### config.mk
export PLATFORM = sky130hd
export DESIGN_NAME = modulo_updown_counter
export DESIGN_NICKNAME = d
export VERILOG_FILES = /design/src/rtl/modulo_updown_counter.sv
export SDC_FILE = /design/constraint.sdc
export NUM_CORES = 1
export LEC_CHECK = 0
export BUFFER_PORTS_ARGS = -buffer_cell sky130_fd_sc_hd__buf_2
export CELL_PAD_IN_SITES_DETAIL_PLACEMENT = 1
export CELL_PAD_IN_SITES_GLOBAL_PLACEMENT = 1
export CORE_MARGIN = 10
export CORE_UTILIZATION = 43
export CTS_CLUSTER_DIAMETER = 50
export CTS_CLUSTER_SIZE = 30
export DETAILED_ROUTE_END_ITERATION = 10
export PLACE_DENSITY = 0.87
export SLEW_MARGIN = 20
export SYNTH_ARGS = -nofsm -noshare
export SYNTH_HDL_FRONTEND = slang
export SYNTH_SLANG_ARGS = --single-unit
### constraint.sdc
create_clock -name clk -period 5.6 [get_ports clk]
set_clock_uncertainty 0.05 [all_clocks]
set_input_delay 0.56 -clock clk [delete_from_list [all_inputs] [get_ports clk]]
set_output_delay 0.56 -clock clk [all_outputs]
set_load 0.02 [all_outputs]
### src/rtl/modulo_updown_counter.sv
// Up/down modulo counter with programmable bound, wrap/saturate mode and a clock-enable prescaler.
// Step and terminal-count pulses are registered alongside the count.
module modulo_updown_counter #(
  parameter int unsigned WIDTH          = 8,
  parameter int unsigned PRESCALE_WIDTH = 4
) (
  input  logic                      clk,
  input  logic                      rst,
  input  logic                      en,
  input  logic                      ld,
  input  logic [WIDTH-1:0]          v,
  input  logic                      dir,
  input  logic                      sat,
  input  logic [WIDTH-1:0]          mod_max,
  input  logic [PRESCALE_WIDTH-1:0] div,
  output logic [WIDTH-1:0]          count,
  output logic                      step,
  output logic                      tc
);

  logic [WIDTH-1:0]          count_q, count_d;
  logic [PRESCALE_WIDTH-1:0] pre_q, pre_d;
  logic                      step_q, step_d;
  logic                      tc_q, tc_d;
  logic                      step_event;

  // A prescaler left above a freshly reduced div counts as having reached it.
  assign step_event = en && (pre_q >= div);

  always_comb begin
    count_d = count_q;
    pre_d   = pre_q;
    step_d  = 1'b0;
    tc_d    = 1'b0;
    if (ld) begin
      count_d = (v > mod_max) ? mod_max : v;
      pre_d   = '0;
    end else if (en) begin
      if (step_event) begin
        pre_d  = '0;
        step_d = 1'b1;
        if (count_q > mod_max) begin
          count_d = mod_max;
        end else if (dir) begin
          if (count_q == mod_max) begin
            tc_d    = 1'b1;
            count_d = sat ? mod_max : '0;
          end else begin
            count_d = count_q + WIDTH'(1);
          end
        end else begin
          if (count_q == '0) begin
            tc_d    = 1'b1;
            count_d = sat ? '0 : mod_max;
          end else begin
            count_d = count_q - WIDTH'(1);
          end
        end
      end else begin
        pre_d = pre_q + PRESCALE_WIDTH'(1);
      end
    end
  end

  always_ff @(posedge clk) begin
    if (rst) begin
      count_q <= '0;
      pre_q   <= '0;
      step_q  <= 1'b0;
      tc_q    <= 1'b0;
    end else begin
      count_q <= count_d;
      pre_q   <= pre_d;
      step_q  <= step_d;
      tc_q    <= tc_d;
    end
  end

  assign count = count_q;
  assign step  = step_q;
  assign tc    = tc_q;

endmodule
==> results of run 1 <==
## cell families (layout without fill, tap and decap cells)
family,after synthesis,in the layout
AO/OA/AOI/OAI,66,66
XOR/XNOR,8,8
adder cells (fa/ha/maj),24,24
buffers and inverters,25,55
flip-flops,14,14
multiplexers,10,10
AND/OR/NAND/NOR,66,66
## worst max-delay path, delay by kind of cell (launching register included)
kind | cells | cell delay, ps
simple gates | 2 | 450
flops | 1 | 590
fa+ha+maj | 1 | 330
compound gates | 4 | 1320
## worst max path at each step
| stage | start | to |
|---|---|---|
| 4_1_cts | count[4] | count[6] |
| 3_5_place_dp | mod_max[7] | count[6] |
| 2_1_floorplan | mod_max[7] | count[1] |
| 3_3_place_gp | mod_max[7] | count[6] |
| 6_report | count[5] | count[6] |
| 5_1_grt | count[5] | count[6] |
## per-stage QoR
step           hold slack [ps]  power, mW  instance area, um^2
2_1_floorplan              433      0.225                 1690
3_3_place_gp               457      0.270                 1880
3_5_place_dp               494      0.273                 1880
4_1_cts                    510      0.379                 1930
5_1_grt                    547      0.404                 1930
6_report                   509      0.378                 1930
## layer usage
| layer | part of all wire (%) | up-vias | GRT usage [%] |
|---|---|---|---|
| met2 | 47 | 65 | 28.3 |
| li1 | - | 875 | - |
| met3 | 7.4 | 13 | 4.00 |
| met4 | 1.7 | 0 | 4.35 |
| met1 | 44 | 867 | 20.7 |
| met5 | 0 | - | 0 |
## cells in the mapped netlist, drive strengths merged, types with 3 or more instances
cell type,instances
a221oi,3
a2111oi,5
nand3,5
buf,5
nand2,12
xor2,7
inv,16
nand4,7
a211oi,10
nand2b,3
nor3,3
nor2,18
a211o,3
a21oi,11
ha,24
a21o,4
dfxtp,14
o21ai,9
mux2i,10
o21bai,4
nor4,4
clkbuf,4
## power by group through the flow
stage / logic [mW] / registers (mW) / clock network, mW
5_1_grt: 0.168 / 0.125 / 0.111
2_1_floorplan: 0.104 / 0.122 / 0
6_report: 0.150 / 0.123 / 0.105
4_1_cts: 0.150 / 0.123 / 0.106
3_3_place_gp: 0.145 / 0.125 / 0
3_5_place_dp: 0.149 / 0.125 / 0
## layout by cell type (no fill, tap or decap), drive strengths merged, types with 4 or more instances in the layout
cell type  synthesis  routed
xor2               7       7
mux2i             10      10
a21oi             11      11
o21bai             4       4
nand3              5       5
buf                5      35
nand4              7       7
a211oi            10      10
a2111oi            5       5
o21ai              9       9
nor2              18      18
ha                24      24
inv               16      16
nand2             12      12
a21o               4       4
dfxtp             14      14
nor4               4       4
clkbuf             4       4
## cell type report
type                       count  area (um^2)  share of cell area, %
clock buffer                   4         55.1                   2.85
multi-input combinational    174         1300                   67.3
inverter                      16         60.1                   3.11
timing repair buffer          35          175                   9.07
tap                           48         60.1                   3.11
sequential                    14          280                   14.5
## registers in the layout, summed over array words and instances (netlist names)
signal and flops:
count 8, pre_q 4, step 1, tc 1
==> metrics.cfg, run 1 <==
[outcome]
status=complete, no violations

[critical_path]
path_cells=ha_1, nand4_1, o221ai_1, o21ai_0, nand2_1, a2111oi_0, a2111oi_1
crit_path_end_kind=flip-flop
slowest_delay_ps=590
rr_endpoint=count[6]
critPathMaxFanout=11
worst_ep_arrival_time_ps=2940
reg2regPathDepth=7
rrSetupSlack_ps=2730
worstPathRequired_ps=5670
rr_startpoint=count[5]
slowest_stage=dfxtp_1
crit_path_start_kind=flip-flop
path_class=reg -> reg

[power_and_ir_drop]
p_leak_nw=0.924
pwr-share-seq_pct=32.5
combPwrFrac_pct=39.8
sw_frac_of_total_pct=38.9
clkPwrFrac_pct=27.7
powerDensity_mw_per_mm2=196
p_int_uw=231
p_switching_uw=147
ir_worst_vdd_v=0.000127

[clock_tree]
cts_tree=done
clkTransAtPathRegs_ps=70
cts-resized-gates=0
cts_root_buffer=clkbuf_8
cts_max_level=1
post-cts-setup-buffers=0
clock_latency_ps=260
cts_buffer_depth=2
holdBufCountCts=0
cts.sinks=14
numCtsBuffers=3

[global_route]
antenna_found_initial=0
grt_usage_pct=16.7
grt_pass1_vias=1837
grt_max_degree=15
grt-ovfl-total=0
grt_pass1_wl_mm=9.04

[synth]
yosysSeqAreaShare_pct=16.6
synth-simple-area-share_pct=20.5
synth_compound_area_share_pct=28.7
synth_nets=263
synthFlopType=dfxtp_1
synth.cell_area_mm2=0.00169
async_flop_share_pct=0
yosys_register_bits=14
yosysWarnings=0
syn_inst=213
muxShareOfSynthArea_pct=5.93
synth_top_area_share_pct=17.8
synth_cell_types=49
synth_top_family_by_area=compound AO/OA/AOI/OAI gates
synthAdderAreaFrac_pct=17.8
synth_edf_count=0
synthTopCellsByArea=ha_1, dfxtp_1, mux2i_1
yosysTopAreaCell=ha_1
avgSynthCellArea_um2=7.92
synth-xor-area-share_pct=4.15

[route]
initialDrtViolationCount=148
drc=0
drtPass1Iterations=4
routed-via-count=1820
post_drt_wl_per_cell_um=19.1
routed_wl_mm=5.55
final_antenna_net_count=0
via_per_inst=6.25

[sta]
min_period_ps=2870
period_share_pct=51.2
rsz0062_at_grt=false
finalSetupTns_ps=0
finalSetupViolations=0
slew_headroom_pct=42.0
hold_viol_final=0
worstMarginPinSlew_ps=868
slew_violations=0
fmax_ghz=0.349
fin_ws_ps=2730

[placed_design]
placed_cells=287
gp_congestion=0.922
io_buffer_count=35
hpwl_mm=4.44
place_ws_ps=2590

[die]
core-area_mm2=0.00372
die_area_mm2=0.00683
die_w_um=82.6
io_pins=36
rows=22
initial_core_util_pct=45.4
die_h_um=82.6

[flow_run]
cap_violations=0

[hold_path]
holdPathStages=2
hp-class=reg -> reg
hold_end=pre_q[3]
hp-start=pre_q[3]

[layout]
drive_above_1_share_pct=18.1
diodes=0
nFillCells=489
final_cells=291
postLayoutCoreUtil_pct=52.0
layout.nets=294
syn_to_final_growth_pct=14.5

Power figures use the tool's default switching activity.
==> run 2: changes to the inputs <==
CORE_UTILIZATION = 40   (was 43)
PLACE_DENSITY = 0.82   (was 0.87)
clock period = 2.8 ns   (was 5.6 ns; I/O delays follow)
==> metrics.cfg, run 2 (synthesis gave the netlist of run 1 again) <==
[die]
die_area_mm2=0.00721  ; +5.7%
die_w_um=84.9  ; +2.8%
die_h_um=84.9  ; +2.8%
initial_core_util_pct=41.9  ; -3.5 points
io_pins=36  ; unchanged
core-area_mm2=0.00403  ; +8.4%
rows=23  ; +4.5%

[global_route]
grt-ovfl-total=0  ; unchanged
grt_usage_pct=15.9  ; -0.86 points
grt_max_degree=15  ; unchanged
grt_pass1_wl_mm=9.70  ; +7.3%
antenna_found_initial=0  ; unchanged
grt_pass1_vias=1936  ; +5.4%

[critical_path]
slowest_stage=dfxtp_1
crit_buf_inv=0  ; unchanged
crit_path_end_kind=flip-flop
reg2regPathDepth=6  ; -1
path_class=reg -> reg
cp.depth=6  ; -1
cpMostUsedCell=a211o_1
path_cells=ha_1, nand4_1, or2_2, a211o_1, a211o_1, a32o_1
worst_ep_arrival_time_ps=2730  ; -210 ps
critPathMaxFanout=13  ; +2
crit_path_start_kind=flip-flop
worstPathRequired_ps=2900  ; -2770 ps
crit_family=compound AO/OA/AOI/OAI gates
slowest_delay_ps=660  ; +70 ps

[clock_tree]
post-cts-setup-buffers=0  ; unchanged
cts_tree=done
cts_root_buffer=clkbuf_8
cts.sinks=14  ; unchanged
clock_latency_ps=260  ; about the same
cts_max_level=1  ; unchanged
cts-resized-gates=0  ; unchanged
numCtsBuffers=3  ; unchanged
clkTransAtPathRegs_ps=60  ; about the same
holdBufCountCts=0  ; unchanged
cts_buffer_depth=2  ; unchanged

[sta]
period_share_pct=94.0  ; +43 points
fin_ws_ps=168  ; -2560 ps
slew_headroom_pct=47.8  ; +5.8 points
finalSetupTns_ps=0  ; unchanged
fmax_ghz=0.380  ; +9.0%
rsz0062_at_grt=false
slew_violations=0  ; unchanged
hold_viol_final=0  ; unchanged
worstMarginPinSlew_ps=782  ; -86.4 ps
min_period_ps=2630  ; -236 ps
finalSetupViolations=0  ; unchanged

[power_and_ir_drop]
powerDensity_mw_per_mm2=394  ; +100%
p_leak_nw=0.987  ; +6.9%
power.total_uw=800  ; +110%
ir_worst_vdd_v=0.000204  ; +61%

[placed_design]
io_buffer_count=35  ; unchanged
place_ws_ps=153  ; -2430 ps
hpwl_mm=4.55  ; +2.5%
gp_congestion=0.903  ; -2.1%
placed_cells=301  ; +4.9%

[route]
drc=0  ; unchanged
final_antenna_net_count=0  ; unchanged
via_per_inst=6.12  ; -2.1%
routed-via-count=1868  ; +2.6%
routed_wl_mm=5.83  ; +5.0%
initialDrtViolationCount=124  ; -16%
post_drt_wl_per_cell_um=19.1  ; +0.13%
drtPass1Iterations=4  ; unchanged

[flow_run]
cap_violations=0  ; unchanged

[layout]
final_common_cell=buf_2
layout.nets=306  ; +4.1%
nFillCells=526  ; +7.6%
final_cells=305  ; +4.8%
mostFrequentLayoutCells=buf_2, ha_1, nor2_1, inv_1, dfxtp_1
drive_above_1_share_pct=22.7  ; +4.6 points
postLayoutCoreUtil_pct=50.4  ; -1.6 points
largest_reg_flops=8  ; unchanged
syn_to_final_growth_pct=20.3
diodes=0  ; unchanged

[outcome]
status=complete, no violations

[hold_path]
holdPathStages=3  ; +1
hp-class=in -> reg

## run 2: path summary, 6_finish.rpt
kind	slack [ps]	endpoint	startpoint
max reg2reg	170	count[1]	count[2]
min reg2reg	470	pre_q[3]	pre_q[3]
max	170	count[1]	count[2]
min	300	pre_q[1]	en
## run 2: cell type report
type                       count  area [um^2]  area share, %
multi-input combinational    174         1310           64.3
sequential                    14          282           13.9
timing repair buffer          47          265           13.1
tap                           50         62.6           3.08
inverter                      16         60.1           2.96
clock buffer                   4         55.1           2.71
## run 2: worst register-to-register path, delay by kind of cell, from the launching register on
kind | cells | cell delay, ps
DFF | 1 | 660
adders and majority gates | 1 | 230
AOI/OAI and AO/OA | 3 | 970
and+or+nand+nor | 2 | 620
## run 2: metal layers
| layer | GRT usage (%) | vias to the layer above | routed length, um |
|---|---|---|---|
| met5 | 0 | - | 0 |
| met4 | 4.19 | 0 | 85 |
| met3 | 2.58 | 9 | 238 |
| met2 | 26.9 | 51 | 2820 |
| met1 | 20.1 | 913 | 2690 |
| li1 | - | 895 | - |
## run 2: power breakdown
| part | internal, mW | switching (mW) |
|---|---|---|
| clock network | 0.125 | 0.0939 |
| logic | 0.146 | 0.203 |
| registers | 0.211 | 0.0199 |
| total | 0.483 | 0.317 |
## run 2: metrics by stage
stage               cell area (um^2)  hold slack, ps
floorplan                       1690             378
global placement                1970             456
detailed placement              1970             459
CTS                             2020             305
global route                    2030             336
finish                          2030             299
